$ cat config.mk
export PLATFORM = sky130hd
export DESIGN_NAME = rc5_tx
export DESIGN_NICKNAME = d
export VERILOG_FILES = /design/src/rtl/rc5_pkg.sv /design/src/rtl/rc5_carrier.sv /design/src/rtl/rc5_tx.sv
export SDC_FILE = /design/constraint.sdc
export NUM_CORES = 1
export LEC_CHECK = 0
export ABC_AREA = 1
export CAP_MARGIN = 40
export CORE_MARGIN = 5
export CORE_UTILIZATION = 42
export DETAILED_ROUTE_END_ITERATION = 10
export GPL_TIMING_DRIVEN = 0
export PLACE_DENSITY = 0.71
export RECOVER_POWER = 100
export SLEW_MARGIN = 20
export SYNTH_ARGS = -nofsm -noshare
export SYNTH_HDL_FRONTEND = slang
export SYNTH_SLANG_ARGS = --single-unit
$ cat constraint.sdc
create_clock -name i_clk -period 1.85 [get_ports i_clk]
set_input_delay 0.37 -clock i_clk [delete_from_list [all_inputs] [get_ports i_clk]]
set_output_delay 0.37 -clock i_clk [all_outputs]
set_load 0.05 [all_outputs]
$ cat src/rtl/rc5_pkg.sv
// Shared RC5 definitions used by the transmitter and receiver.
// Frame layout, MSB first: start, field, control, address[4:0], command[5:0].
package rc5_pkg;

  localparam int unsigned RC5_FRAME_BITS = 14;
  localparam int unsigned RC5_HALF_BITS  = 2 * RC5_FRAME_BITS;

  // Bit positions inside the 14-bit frame.
  localparam int unsigned RC5_START    = 13;
  localparam int unsigned RC5_FIELD    = 12;
  localparam int unsigned RC5_CONTROL  = 11;
  localparam int unsigned RC5_ADDR_MSB = 10;
  localparam int unsigned RC5_ADDR_LSB = 6;
  localparam int unsigned RC5_CMD_MSB  = 5;

  typedef enum logic [1:0] {
    RC5_IDLE = 2'd0,
    RC5_SEND = 2'd1,
    RC5_GAP  = 2'd2
  } rc5_state_e;

  typedef struct packed {
    logic       field;
    logic       control;
    logic [4:0] address;
    logic [5:0] command;
  } rc5_word_t;

  // Build the on-air frame from a command word.
  function automatic logic [RC5_FRAME_BITS-1:0] rc5_pack(input rc5_word_t w);
    logic [RC5_FRAME_BITS-1:0] f;
    f                            = '0;
    f[RC5_START]                 = 1'b1;
    f[RC5_FIELD]                 = w.field;
    f[RC5_CONTROL]               = w.control;
    f[RC5_ADDR_MSB:RC5_ADDR_LSB] = w.address;
    f[RC5_CMD_MSB:0]             = w.command;
    return f;
  endfunction

endpackage

$ cat src/rtl/rc5_carrier.sv
// Restartable divide-by-DIV square-wave carrier with built-in gating.
// Ports: i_clk/i_rst (sync, active-high); i_restart forces phase 0 and
// output 1; i_enable lets the wave toggle every DIV cycles; o_wave is the
// registered gated carrier (0 whenever not enabled).
module rc5_carrier #(
  parameter int unsigned DIV = 1
) (
  input  logic i_clk,
  input  logic i_rst,
  input  logic i_restart,
  input  logic i_enable,
  output logic o_wave
);

  localparam int unsigned PH_W = (DIV > 1) ? $clog2(DIV) : 1;

  logic [PH_W-1:0] phase_q, phase_d;
  logic            wave_q,  wave_d;

  // Next phase / wave level.
  always_comb begin
    phase_d = '0;
    wave_d  = 1'b0;
    if (i_restart) begin
      phase_d = '0;
      wave_d  = 1'b1;
    end else if (i_enable) begin
      if (phase_q == PH_W'(DIV - 1)) begin
        phase_d = '0;
        wave_d  = ~wave_q;
      end else begin
        phase_d = phase_q + PH_W'(1);
        wave_d  = wave_q;
      end
    end
  end

  always_ff @(posedge i_clk) begin
    if (i_rst) begin
      phase_q <= '0;
      wave_q  <= 1'b0;
    end else begin
      phase_q <= phase_d;
      wave_q  <= wave_d;
    end
  end

  assign o_wave = wave_q;

endmodule

$ cat src/rtl/rc5_tx.sv
// RC5 infrared transmitter: accepts a command word on a valid/ready
// handshake, sends it as a Manchester-coded 14-bit frame, then holds off
// for GAP_BITS bit periods.
// Ports: i_clk/i_rst (sync, active-high); i_valid/o_ready handshake;
// i_field/i_control/i_address/i_command payload; o_ir IR line (mark=1);
// o_nrz current frame bit; o_busy in SEND/GAP; o_done last frame cycle.
module rc5_tx
  import rc5_pkg::*;
#(
  parameter int unsigned HALF_BIT_CYCLES = 32,
  parameter int unsigned GAP_BITS        = 50,
  parameter int unsigned CARRIER_DIV     = 0
) (
  input  logic       i_clk,
  input  logic       i_rst,
  input  logic       i_valid,
  output logic       o_ready,
  input  logic       i_field,
  input  logic       i_control,
  input  logic [4:0] i_address,
  input  logic [5:0] i_command,
  output logic       o_ir,
  output logic       o_nrz,
  output logic       o_busy,
  output logic       o_done
);

  localparam int unsigned CYC_W  = $clog2(HALF_BIT_CYCLES);
  localparam int unsigned HALF_W = 5;
  localparam int unsigned GAP_W  = (GAP_BITS > 1) ? $clog2(GAP_BITS) : 1;
  localparam int unsigned MSB    = RC5_FRAME_BITS - 1;

  rc5_state_e                state_q, state_d;
  logic [RC5_FRAME_BITS-1:0] sh_q,    sh_d;
  logic [HALF_W-1:0]         half_q,  half_d;
  logic [CYC_W-1:0]          cyc_q,   cyc_d;
  logic [GAP_W-1:0]          gap_q,   gap_d;
  logic ready_q, busy_q, nrz_q, done_q;
  logic mark_d, nrz_d, done_d, cyc_last;
  rc5_word_t word;

  assign word     = {i_field, i_control, i_address, i_command};
  assign cyc_last = (cyc_q == CYC_W'(HALF_BIT_CYCLES - 1));

  // Next-state logic; half_q[0] doubles as the half-period flag in GAP.
  always_comb begin
    state_d = state_q;
    sh_d    = sh_q;
    half_d  = half_q;
    cyc_d   = cyc_q;
    gap_d   = gap_q;
    case (state_q)
      RC5_IDLE: begin
        if (i_valid && ready_q) begin
          state_d = RC5_SEND;
          sh_d    = rc5_pack(word);
          half_d  = '0;
          cyc_d   = '0;
        end
      end
      RC5_SEND: begin
        cyc_d = cyc_last ? '0 : cyc_q + CYC_W'(1);
        if (cyc_last) begin
          if (half_q == HALF_W'(RC5_HALF_BITS - 1)) begin
            half_d  = '0;
            gap_d   = '0;
            state_d = (GAP_BITS == 0) ? RC5_IDLE : RC5_GAP;
          end else begin
            half_d = half_q + HALF_W'(1);
            // Advance to the next frame bit after its second half.
            if (half_q[0]) sh_d = {sh_q[MSB-1:0], 1'b0};
          end
        end
      end
      RC5_GAP: begin
        cyc_d = cyc_last ? '0 : cyc_q + CYC_W'(1);
        if (cyc_last) begin
          half_d = {half_q[HALF_W-1:1], ~half_q[0]};
          if (half_q[0]) begin
            if (gap_q == GAP_W'(GAP_BITS - 1)) begin
              state_d = RC5_IDLE;
              half_d  = '0;
            end else begin
              gap_d = gap_q + GAP_W'(1);
            end
          end
        end
      end
      default: state_d = RC5_IDLE;
    endcase
  end

  // Outputs are registered from the next state so they align with it.
  always_comb begin
    nrz_d  = (state_d == RC5_SEND) && sh_d[MSB];
    mark_d = (state_d == RC5_SEND) && (half_d[0] ? sh_d[MSB] : ~sh_d[MSB]);
    done_d = (state_d == RC5_SEND) &&
             (half_d == HALF_W'(RC5_HALF_BITS - 1)) &&
             (cyc_d == CYC_W'(HALF_BIT_CYCLES - 1));
  end

  always_ff @(posedge i_clk) begin
    if (i_rst) begin
      state_q <= RC5_IDLE;
      sh_q    <= '0;
      half_q  <= '0;
      cyc_q   <= '0;
      gap_q   <= '0;
      ready_q <= 1'b1;
      busy_q  <= 1'b0;
      nrz_q   <= 1'b0;
      done_q  <= 1'b0;
    end else begin
      state_q <= state_d;
      sh_q    <= sh_d;
      half_q  <= half_d;
      cyc_q   <= cyc_d;
      gap_q   <= gap_d;
      ready_q <= (state_d == RC5_IDLE);
      busy_q  <= (state_d != RC5_IDLE);
      nrz_q   <= nrz_d;
      done_q  <= done_d;
    end
  end

  assign o_ready = ready_q;
  assign o_busy  = busy_q;
  assign o_nrz   = nrz_q;
  assign o_done  = done_q;

  // IR line: plain Manchester level, or level gated by a restarted carrier.
  if (CARRIER_DIV == 0) begin : g_no_carrier
    logic ir_q;
    always_ff @(posedge i_clk) begin
      if (i_rst) ir_q <= 1'b0;
      else       ir_q <= mark_d;
    end
    assign o_ir = ir_q;
  end else begin : g_carrier
    rc5_carrier #(.DIV(CARRIER_DIV)) u_carrier (
      .i_clk    (i_clk),
      .i_rst    (i_rst),
      .i_restart(mark_d && (cyc_d == '0)),
      .i_enable (mark_d),
      .o_wave   (o_ir)
    );
  end

endmodule

==> summary.txt <==
Critical Path End Type -> flop
DR WL met3 -> 163 um
cell taking the most area after synthesis -> dfxtp_1
Post-Syn Area -> 0.00208 mm2
Post-Synth XOR/XNOR Area -> 0.0211
largest net degree at the start of global routing -> 11
Yosys top cell area share -> 0.357
Detailed Place HPWL -> 3120 um
Switching Share -> 0.313
CTS clk-pin slew, worst paths -> 70 ps
Setup WS post-layout -> 26.9 ps
Die X -> 80.3 um
DR WL/cell -> 11.4 um
clk_lat worst skew -> 290 ps
DR top layer -> met4
Post-Synth Simple-Gate Area -> 0.298
crit path kind -> reg -> reg
LEAKAGE -> 0.00113 uW
Place WS -> -211 ps
Adder-Cell Fraction of Synth Area -> 0.0542
Row Count -> 25
mux contribution to synthesized area -> 0
Pint -> 1390 uW
compound-gate portion of the synthesized area -> 0.163
clk root buf -> clkbuf_8
starting density of the core -> 0.437
fraction of registers with async set/reset -> 0
starting DRC count in detailed routing -> 90
CTS Hold Bufs -> 0
sequential share of power -> 0.442
Worst slew margin -> 0.656
Detail Route Antenna Nets -> 0
Min Clock Period, post-route -> 1820 ps
setup violators final -> 0
Final Skew -> 7.06 ps
fill count -> 463
Core Area -> 0.00475 mm2
via count -> 1880
unrepaired setup endpoints after global routing -> yes
Synth cell types -> 30
Ant. Diodes -> 0
post-synthesis cell count -> 293
status -> finished clean
Final nets -> 352
startpoint types -> flop
hold_ws -> 404 ps
ratio of cells with drive above 1 in the final layout -> 0.220
Routed WL -> 4500 um
I/O pin count -> 21
class of the worst hold path -> in -> reg
Logic pwr share -> 0.277
Multi-input gate area -> 0.00124 mm2
GP Congestion -> 0.823
Met1 Routed Length -> 2060 um
net load switching power -> 630 uW
Max VDD drop -> 278 uV
final max-slew violation count -> 0
worst-path fanout max -> 8
fmax -> 549 MHz
first-pass GRT wire length -> 7430 um
ys flop type -> dfxtp_1
Seq cells post-synth -> 37
clk sinks -> 37
synth warn -> 0
Non-Filler Instances -> 394
vias per cell -> 4.77
register area -> 743 um2
period utilisation layout -> 0.985
global-route usage over all layers -> 0.144
Cells after DPL -> 379
Least-Margin Pin Slew -> 516 ps
Area Overhead vs Synth -> 28.7%
TritonCTS clock tree -> built
Synth area leaders -> dfxtp_1 (36%), nand2_1 (13%), inv_1 (6.9%), a21oi_1 (6.3%), ha_1 (5.4%)
initial antenna violation count -> 0
Clock Power Share -> 0.280
Post-Syn Nets -> 318
Clock Tree Buf Depth -> 2
max-cap check violation count -> 0
syn_area_per_cell -> 7.08 um2
total grt overflow -> 0
vias in the first global route -> 1753
WP data arrival -> 2000 ps
die height -> 80.3 um
CTS Buf Count -> 5
PwrDens -> 754 mW/mm2
EDFF count, synth -> 0
Worst EP required -> 2030 ps
Seq/Total Area, Yosys -> 0.357
full die area -> 0.00645 mm2
WL met2 -> 2210 um
Fin. Hold Viols -> 0
# DRC -> 0
largest family of logic cells by synthesized area -> simple AND/OR/NAND/NOR gates
CTS H-Tree Depth -> 2
1st-pass router iterations -> 4
Buffers on Ports -> 19
==> final cells by class <==
type                    instances  area share
multi-input cells             207       0.464
inverters                      42      0.0651
well taps                      67      0.0314
flip-flops and latches         37       0.278
repair buffers                 27       0.107
plain buffers                   7      0.0220
clock buffers                   7      0.0323
==> synthesized netlist by cell type (3+ instances only) <==
| cell | number |
|---|---|
| nand2_1 | 70 |
| a21oi_2 | 6 |
| nand3_1 | 12 |
| xor2_1 | 5 |
| ha_1 | 9 |
| o21ai_0 | 10 |
| nand2_2 | 12 |
| nand4_1 | 4 |
| inv_1 | 38 |
| o21ai_1 | 17 |
| a21oi_1 | 26 |
| dfxtp_1 | 37 |
| nor2_1 | 24 |
| buf_6 | 3 |
==> repair_timing <==
action	in CTS	in global routing
buffers inserted	3	3
gates cloned	0	2
endpoints found under the setup margin	26	29
gates resized for setup	10	27
pin swaps	3	6
hold endpoints to repair	0	0
==> critical path, cell delays in order (launching register included) <==
cell,delay [ps]
dfxtp_2,360
ha_4,160
nand2_4,60
nor2_4,130
ha_4,170
nand2_4,70
inv_4,80
nand3_4,130
o21ai_4,120
nand2_4,120
clkbuf_16,180
o21ai_1,110
a21oi_1,50
==> power groups by stage <==
stage               Sequential, uW  Combinational (uW)  Clock, uW
global route                   900                 617        618
floorplan                      944                 307          0
CTS                            891                 491        583
detailed placement             910                 467          0
global placement               908                 461          0
finish                         892                 559        565
==> final timing paths <==
check / from / end / slack (ps) / depth (start not counted)
worst min-delay path: i_rst / gap_q[3] / 400 / 2
worst max register to register: cyc_q[1] / sh_q[6] / 30 / 12
worst max-delay path: cyc_q[1] / sh_q[6] / 30 / 12
worst min register to register: sh_q[10] / sh_q[10] / 450 / 2
==> per-stage QoR <==
stage               total power [uW]  instance area (um2)  utilization  TNS, ps
floorplan                       1250                 2080            -        0
global placement                1370                 2350        0.494    -3180
detailed placement              1380                 2350        0.494    -3210
CTS                             1960                 2490        0.524    -7.77
global route                    2140                 2670        0.562     -562
finish                          2020                 2670        0.562        0
==> placed cells by master, fill, tap and decap left out, drive strengths merged <==
| master | Yosys | routed |
|---|---|---|
| nor3 | 1 | 1 |
| dfxtp | 37 | 37 |
| nand2 | 85 | 85 |
| nor3b | 1 | 1 |
| clkbuf | 2 | 11 |
| ha | 9 | 9 |
| o21ai | 28 | 28 |
| buf | 5 | 11 |
| nand4 | 4 | 4 |
| xor2 | 5 | 5 |
| nor2 | 27 | 27 |
| nand3 | 13 | 13 |
| and2 | 1 | 1 |
| o22ai | 1 | 1 |
| clkdlybuf4s50 | 0 | 19 |
| inv | 40 | 40 |
| clkinv | 2 | 2 |
| a21oi | 32 | 32 |
==> cell families (layout without fill, tap and decap cells) <==
family                     count (synthesis)  after routing
AOI/OAI and AO/OA                         61             61
xor gates and xnor gates                   5              5
adders and majority gates                  9              9
buffers and inverters                     49             83
DFF                                       37             37
and+or+nand+nor                          132            132
==> sequential cells by signal (all words and copies together) (netlist names) <==
register and count:
o_done 1, o_ir 1, half_q 5, sh_q 14
state_q 2, o_ready 1, o_nrz 1, cyc_q 5
o_busy 1, gap_q 6
==> routing by layer <==
layer,vias to the layer above,global-route usage
met4,0,0.0507
met2,32,0.254
met1,844,0.171
met3,7,0.0325
met5,-,0
li1,997,-
Power figures use the tool's default switching activity.
